File: config.mk
export PLATFORM = sky130hd
export DESIGN_NAME = fifo_rd_ctrl
export DESIGN_NICKNAME = d
export VERILOG_FILES = /design/src/rtl/fifo_pkg.sv /design/src/rtl/ptr_sync.sv /design/src/rtl/fifo_rd_ctrl.sv
export SDC_FILE = /design/constraint.sdc
export NUM_CORES = 1
export LEC_CHECK = 0
export ABC_CLOCK_PERIOD_IN_PS = 2400
export BUFFER_PORTS_ARGS = -buffer_cell sky130_fd_sc_hd__buf_4
export CORE_AREA = 2 2 53 55
export CTS_CLUSTER_DIAMETER = 60
export DETAILED_ROUTE_END_ITERATION = 12
export DIE_AREA = 0 0 55 57
export GPL_TIMING_DRIVEN = 0
export PLACE_DENSITY = 0.73
export SETUP_SLACK_MARGIN = 0.4
export SYNTH_ARGS = -nofsm -noshare
export SYNTH_HDL_FRONTEND = slang
export SYNTH_SLANG_ARGS = --single-unit
File: constraint.sdc
create_clock -name rd_clk -period 2.4 [get_ports rd_clk]
set_input_delay 0.12 -clock rd_clk [delete_from_list [all_inputs] [get_ports rd_clk]]
set_output_delay 0.12 -clock rd_clk [all_outputs]
set_load 0.01 [all_outputs]
File: src/rtl/fifo_pkg.sv
// fifo_pkg: shared FIFO defaults and grey/binary pointer conversions.
// Functions work on 32-bit values; callers zero-extend and truncate to pointer width.
package fifo_pkg;
    localparam int FIFO_ADDR_W = 4;

    function automatic logic [31:0] bin2gray(input logic [31:0] b);
        return b ^ (b >> 1);
    endfunction

    // Zero-extended upper grey bits decode to zero, so narrower pointers convert correctly.
    function automatic logic [31:0] gray2bin(input logic [31:0] g);
        logic [31:0] b;
        b[31] = g[31];
        for (int i = 30; i >= 0; i--) b[i] = b[i+1] ^ g[i];
        return b;
    endfunction
endpackage

File: src/rtl/ptr_sync.sv
// ptr_sync: WIDTH x STAGES flop chain carrying a grey pointer across clock domains.
module ptr_sync #(
    parameter int WIDTH  = 5,
    parameter int STAGES = 2
) (
    input  logic             clk,
    input  logic             rst,
    input  logic [WIDTH-1:0] d,
    output logic [WIDTH-1:0] q
);
    logic [STAGES-1:0][WIDTH-1:0] chain;

    always_ff @(posedge clk or posedge rst)
        if (rst) chain <= '0;
        else     chain <= {chain[STAGES-2:0], d};

    assign q = chain[STAGES-1];
endmodule

File: src/rtl/fifo_rd_ctrl.sv
// fifo_rd_ctrl: read-domain pointer, empty/almost_empty/fill flags and underflow pulse
// of the asynchronous FIFO.
module fifo_rd_ctrl
    import fifo_pkg::*;
#(
    parameter int ADDR_W      = FIFO_ADDR_W,
    parameter int SYNC_STAGES = 2,
    parameter int AEMPTY_TH   = 2
) (
    input  logic              rd_clk,
    input  logic              rd_rst,
    input  logic              rd_en,
    input  logic [ADDR_W:0]   wr_ptr_grey,
    output logic              rd_fire,
    output logic [ADDR_W-1:0] rd_addr_bin,
    output logic [ADDR_W:0]   rd_addr_grey,
    output logic              empty,
    output logic              almost_empty,
    output logic [ADDR_W:0]   rd_fill,
    output logic              underflow
);
    localparam int PW = ADDR_W + 1;

    logic [ADDR_W:0] wr_sync;
    logic [ADDR_W:0] rd_bin_r;
    logic [ADDR_W:0] rd_bin_next;
    logic [ADDR_W:0] rd_grey_next;
    logic [ADDR_W:0] fill_next;

    ptr_sync #(.WIDTH(PW), .STAGES(SYNC_STAGES)) u_wr_sync (
        .clk (rd_clk),
        .rst (rd_rst),
        .d   (wr_ptr_grey),
        .q   (wr_sync)
    );

    // Flags come from the next pointer so the draining read sets empty on its own edge.
    always_comb begin
        rd_fire      = rd_en & ~empty;
        rd_bin_next  = rd_bin_r + PW'(rd_fire);
        rd_grey_next = PW'(bin2gray(32'(rd_bin_next)));
        fill_next    = PW'(gray2bin(32'(wr_sync))) - rd_bin_next;
    end

    always_ff @(posedge rd_clk or posedge rd_rst)
        if (rd_rst) begin
            rd_bin_r     <= '0;
            rd_addr_grey <= '0;
            empty        <= 1'b1;
            almost_empty <= 1'b1;
            rd_fill      <= '0;
            underflow    <= 1'b0;
        end else begin
            rd_bin_r     <= rd_bin_next;
            rd_addr_grey <= rd_grey_next;
            empty        <= rd_grey_next == wr_sync;
            almost_empty <= fill_next <= PW'(AEMPTY_TH);
            rd_fill      <= fill_next;
            underflow    <= rd_en & empty;
        end

    assign rd_addr_bin = rd_bin_r[ADDR_W-1:0];
endmodule

==> results of run 1 <==
## worst max-delay path: cells and delay by family, from the launching register on
family,cells,cell delay (ps)
AO/OA/AOI/OAI,2,380
adder cells (fa/ha/maj),2,560
buffers and inverters,1,40
flip-flops,1,450
XOR/XNOR,4,880
## per-layer routing
metal	vias to the layer above	global-route usage	wire length, um
li1	367	-	-
met1	361	0.189	877
met2	20	0.241	1090
met3	5	0.0314	80
met4	0	0.0627	37
met5	-	0	0
## through the flow
step	setup slack (ps)	hold slack [ps]	util	power, mW	area [um2]
after floorplan	44.9	151	-	1.55	1210
after global placement	-65.3	230	0.550	1.89	1440
after detailed placement	-163	230	0.550	1.92	1440
after CTS	-17.7	12.3	0.640	2.37	1670
after global routing	-123	10.8	0.659	2.64	1720
final	-8.22	3.89	0.659	2.46	1720
## worst max path at each step
stage	startpoint	depth (start not counted)	to
floorplan	u_wr_sync.q[3]$_DFF_PP0_	9	almost_empty$_DFF_PP1_
global placement	u_wr_sync.q[3]$_DFF_PP0_	9	almost_empty$_DFF_PP1_
detailed placement	u_wr_sync.q[3]$_DFF_PP0_	9	almost_empty$_DFF_PP1_
CTS	u_wr_sync.q[4]$_DFF_PP0_	9	almost_empty$_DFF_PP1_
global route	u_wr_sync.q[4]$_DFF_PP0_	9	almost_empty$_DFF_PP1_
finish	u_wr_sync.q[4]$_DFF_PP0_	9	almost_empty$_DFF_PP1_
## timing repair
action	CTS	global route
setup buffers	7	3
gates resized for setup	17	6
pin swaps	8	4
endpoints found under the setup margin	6	6
gates cloned	0	0
hold endpoints to repair	5	0
hold buffers	5	0
## power groups by stage
stage / combinational [mW] / clock (mW) / sequential, mW
finish: 1.56 / 0.190 / 0.708
detailed placement: 1.21 / 0 / 0.714
global route: 1.70 / 0.215 / 0.731
global placement: 1.18 / 0 / 0.706
CTS: 1.45 / 0.202 / 0.712
floorplan: 0.775 / 0 / 0.775
## registers in the layout, summed over array words and instances, names as in the netlist
signal	flops
underflow	1
u_wr_sync.chain	5
rd_bin_r	4
rd_addr_grey	5
rd_fill	5
almost_empty	1
empty	1
u_wr_sync.q	5
## layout make-up
class	instances	area (um2)
buffer	2	8.76
clock buffer	3	22.5
clock inverter	1	5.00
fill	190	892
inverter	7	26.3
multi-input combinational	48	626
sequential	27	679
tap	31	38.8
timing repair buffer	40	317
## logic make-up after synthesis
kind of cell,count (synthesis)
fa+ha+maj,7
compound gates,8
buf+inv,9
simple gates,9
flops,27
xor+xnor,24
## cell usage after synthesis, drive strengths merged
cell type  number  share of area
nor2b           2          0.011
a31oi           1         0.0054
and2            1         0.0054
a2111oi         2          0.020
nand3           2         0.0086
dfstp           2          0.045
xor2           10          0.075
xor3            2          0.042
clkbuf          2         0.0064
xnor2          12          0.090
a21oi           2         0.0086
or3             1         0.0054
fa              1          0.017
dfrtp          25           0.54
ha              6          0.064
nand4           1         0.0054
a21o            2          0.013
and4b           1         0.0086
a311oi          1         0.0075
inv             7          0.023
nand2           1         0.0032
==> out/qor.yml, run 1 <==
worst_setup_path:
  worstPathCellList: "xor3_2 > xor2_4 > xnor2_2 > ha_2 > inv_2 > fa_2 > a31oi_4 > xnor2_2 > a2111oi_2"
  r2r_slack_ps: -8
  critPathCaptureType: "flop"
  start_kind: "flop"
  crit_type: "flop to flop"
  rr_startpoint: "u_wr_sync.q[4]$_DFF_PP0_"
  cp.arrival_ps: 2630
  required_ps: 2620
  slowest_delay_ps: 450
  critical-path-top-cell-by-count: "xnor2_2"
  crit_slowest_cell: "dfrtp_2"
  rr_worst_depth: 9
  rr_endpoint: "almost_empty$_DFF_PP1_"
  cp_max_fo: 2
final_layout:
  areaGrowthSynthToFinish_pct: 47.6
  drive_gt1_frac: 0.516
  final_common_cell: "buf_4"
  stdcell_count: 159
  insertedDiodeCount: 0
  mostFrequentLayoutCells: "buf_4, dfrtp_1, xor2_1"
  layout.nets: 144
routing:
  firstDrtPassIters: 3
  wl_mm: 2.09
  drc: 0
  routedWlPerCell_um: 13.1
  via_count: 753
  postRouteAntennaNets: 0
  vias_per_cell: 4.74
  first_iter_violations: 3
grt:
  grt_pass1_vias: 744
  grt_pass1_wl_mm: 3.32
  antenna_found_initial: 0
  grt_usage: 0.148
  overflow: 0
  grt_max_degree: 28
sta:
  post-route-period-util: 1.00
  final_hold_viol_count: 0
  worstMarginPinSlew_ps: 970
  relSlewSlack: 0.352
  setup_viol_count_final: 1
  fin_worst_skew_ps: 9.21
  period_minus_slack_ps: 2410
  fin_ws_ps: -8.22
  tns_ps: -8.22
  fmax_mhz: 415
  rsz0062_at_grt: "true"
  finalMaxSlewViolations: 0
synth:
  synth_xor_area_frac: 0.207
  ys_ff_latch: 27
  yosys.area_share.adder: 0.0815
  ys_seq_area_frac: 0.581
  synth_compound_area_frac: 0.0547
  syn_nets: 99
  netlist_instances: 84
  muxShareOfSynthArea: 0
  avgSynthCellArea_um2: 13.9
  synth-simple-area-share: 0.0472
  synth_cell_types: 23
  synth_top_family_by_area: "XOR/XNOR gates"
  syn_area_um2: 1170
  yosys_warnings: 0
clock_tree:
  cts-buffers-inserted: 3
  clk_path_buf_depth: 2
  clkTransAtPathRegs_ps: 140
  htreeDepth: 1
  clock_latency_ps: 320
  cts-root-buf: "clkbuf_4"
  cts_tree: "built"
  cts.sinks: 27
power_and_ir_drop:
  vdd_drop_max_v: 0.000752
  seqPwrFrac: 0.288
  power_leakage_nw: 0.794
  comb_power_share: 0.635
  power_frac_clock: 0.077
  p_sw_mw: 0.985
  p_int_mw: 1.47
  switching_share: 0.401
  power.density_nw_per_um2: 1430
die:
  io_pins: 26
  die_w_um: 55
  dieHeight_um: 57
  rows: 19
  start_util: 0.446
  fp.dieArea_um2: 3140
  core_area_um2: 2620
run_status:
  violations: "negative setup slack"
  status: "finished, violations left"
placement:
  dp_cells: 140
  port_buffers: 25
  dp_hpwl_mm: 1.36
  gp_congestion: 0.771
job:
  maxCapViolations: 0
hold_path:
  hold_path.class: "primary input to async pin"
(Power assumes the default switching activity.)
==> inputs of run 2 (changes only) <==
- ABC_CLOCK_PERIOD_IN_PS: 2400 -> 2700
- CORE_AREA: 2 2 53 55 -> 2 2 52 54
- DIE_AREA: 0 0 55 57 -> 0 0 54 56
- REMOVE_ABC_BUFFERS: default -> 1
- clock period: 2.4 -> 2.7 ns (I/O delays scaled with it)
==> run 2 against run 1 <==
  * The run now ends clean
  * Via count is 3.1% lower
  * Routed wire length is 2.3% higher
  * Combinational power is 21% lower
  * Final cell count is 4.4% lower
  * Sequential share of layout area is 2.6 points higher
  * Critical path type unchanged
==> out/qor.yml, run 2 (same netlist as run 1, synthesis figures left out) <==
final_layout:
  design_area_um2: 1610
  drive_gt1_frac: 0.418
  final_core_util: 0.663
  fill_cells: 171
  final_common_cell: "buf_4"
  areaGrowthSynthToFinish_pct: 38.0
  seqCellArea_um2: 678
  layout.nets: 138
  insertedDiodeCount: 0
  multi_input_comb_area_um2: 561
  mostFrequentLayoutCells: "buf_4, dfrtp_1, xnor2_1"
placement:
  place_area_um2: 1390
  port_buffers: 25
  gp_congestion: 0.781
  dp_hpwl_mm: 1.32
routing:
  postRouteAntennaNets: 0
  drc: 0
  wl_mm: 2.13
  routedWlPerCell_um: 14.0
  via_count: 730
  first_iter_violations: 11
  firstDrtPassIters: 4
  vias_per_cell: 4.80
grt:
  grt_pass1_wl_mm: 3.28
  overflow: 0
  grt_pass1_vias: 720
  grt_max_degree: 28
  grt_usage: 0.146
  antenna_found_initial: 0
clock_tree:
  cts.sinks: 27
  cts-root-buf: "clkbuf_4"
  clock_latency_ps: 320
  cts-buffers-inserted: 3
  htreeDepth: 1
  clkTransAtPathRegs_ps: 140
  cts_tree: "built"
  clk_path_buf_depth: 2
worst_setup_path:
  cp_max_fo: 2
  rr_endpoint: "almost_empty$_DFF_PP1_"
  start_kind: "flop"
  critPathCaptureType: "flop"
  rr_worst_depth: 9
  crit_type: "flop to flop"
  required_ps: 2930
  r2r_slack_ps: 170
  rr_startpoint: "u_wr_sync.q[3]$_DFF_PP0_"
  cp.arrival_ps: 2760
die:
  rows: 18
  fp.dieArea_um2: 3020
  core_area_um2: 2430
  dieHeight_um: 56
  die_w_um: 54
  io_pins: 26
  start_util: 0.480
sta:
  relSlewSlack: 0.341
  tns_ps: 0
  finalMaxSlewViolations: 0
  final_hold_viol_count: 0
  setup_viol_count_final: 0
  rsz0062_at_grt: "true"
  fin_hold_ws_ps: 26.1
  period_minus_slack_ps: 2530
  fmax_mhz: 395
  worstMarginPinSlew_ps: 988
  post-route-period-util: 0.938
  fin_worst_skew_ps: 8.76
power_and_ir_drop:
  power_leakage_nw: 0.747
  vdd_drop_max_v: 0.000847
  power.density_nw_per_um2: 1290
job:
  maxCapViolations: 0
hold_path:
  hold_path.class: "primary input to async pin"
run_status:
  status: "finished, final reports clean"
## run 2: final cells by class
type	instances	area share
flip-flops and latches	27	0.421
multi-input cells	48	0.348
repair buffers	36	0.175
well taps	30	0.0233
clock buffers	4	0.0163
inverters	7	0.0163
## run 2: through the flow
stage | total power [mW] | instances | setup slack [ps]
after CTS | 1.87 | 150 | 266
after floorplan | 1.32 | 82 | 51.5
final | 2.07 | 152 | 167
after global placement | 1.61 | 137 | -97.2
after global routing | 2.23 | 152 | 62.0
after detailed placement | 1.64 | 137 | -159
## run 2: metal layers
metal	track usage	up-vias	part of all wire
met5	0	-	0
met4	0.0429	0	0.0037
met2	0.239	25	0.54
li1	-	351	-
met1	0.190	352	0.41
met3	0.0323	2	0.045
## run 2: worst max-delay path by stage
stage / from / slack, ps / to
after global placement: u_wr_sync.q[4]$_DFF_PP0_ / -100 / almost_empty$_DFF_PP1_
final: u_wr_sync.q[3]$_DFF_PP0_ / 170 / almost_empty$_DFF_PP1_
after floorplan: u_wr_sync.q[4]$_DFF_PP0_ / 50 / almost_empty$_DFF_PP1_
after CTS: u_wr_sync.q[4]$_DFF_PP0_ / 270 / almost_empty$_DFF_PP1_
after global routing: empty$_DFF_PP1_ / 60 / almost_empty$_DFF_PP1_
after detailed placement: u_wr_sync.q[4]$_DFF_PP0_ / -160 / almost_empty$_DFF_PP1_
## run 2: what timing repair did
item / 4_1_cts / 5_1_grt
endpoints found under the hold margin: 5 / 0
pin swaps: 5 / 7
setup endpoints to repair: 6 / 3
buffers inserted: 4 / 2
hold buffers: 5 / 0
resized for setup: 7 / 11
## run 2: power breakdown
part	switching, mW	total (mW)	internal [mW]
Sequential	0.108	0.659	0.551
Combinational	0.632	1.24	0.612
Clock	0.111	0.169	0.0578
## run 2: worst max-delay path: stages, from the launching register on
cell and delay (ps):
dfrtp_1 430, xor3_2 450, xor2_4 190, xnor2_2 150
ha_2 210, inv_2 50, fa_2 390, a31oi_4 190
xnor2_2 110, a2111oi_4 270
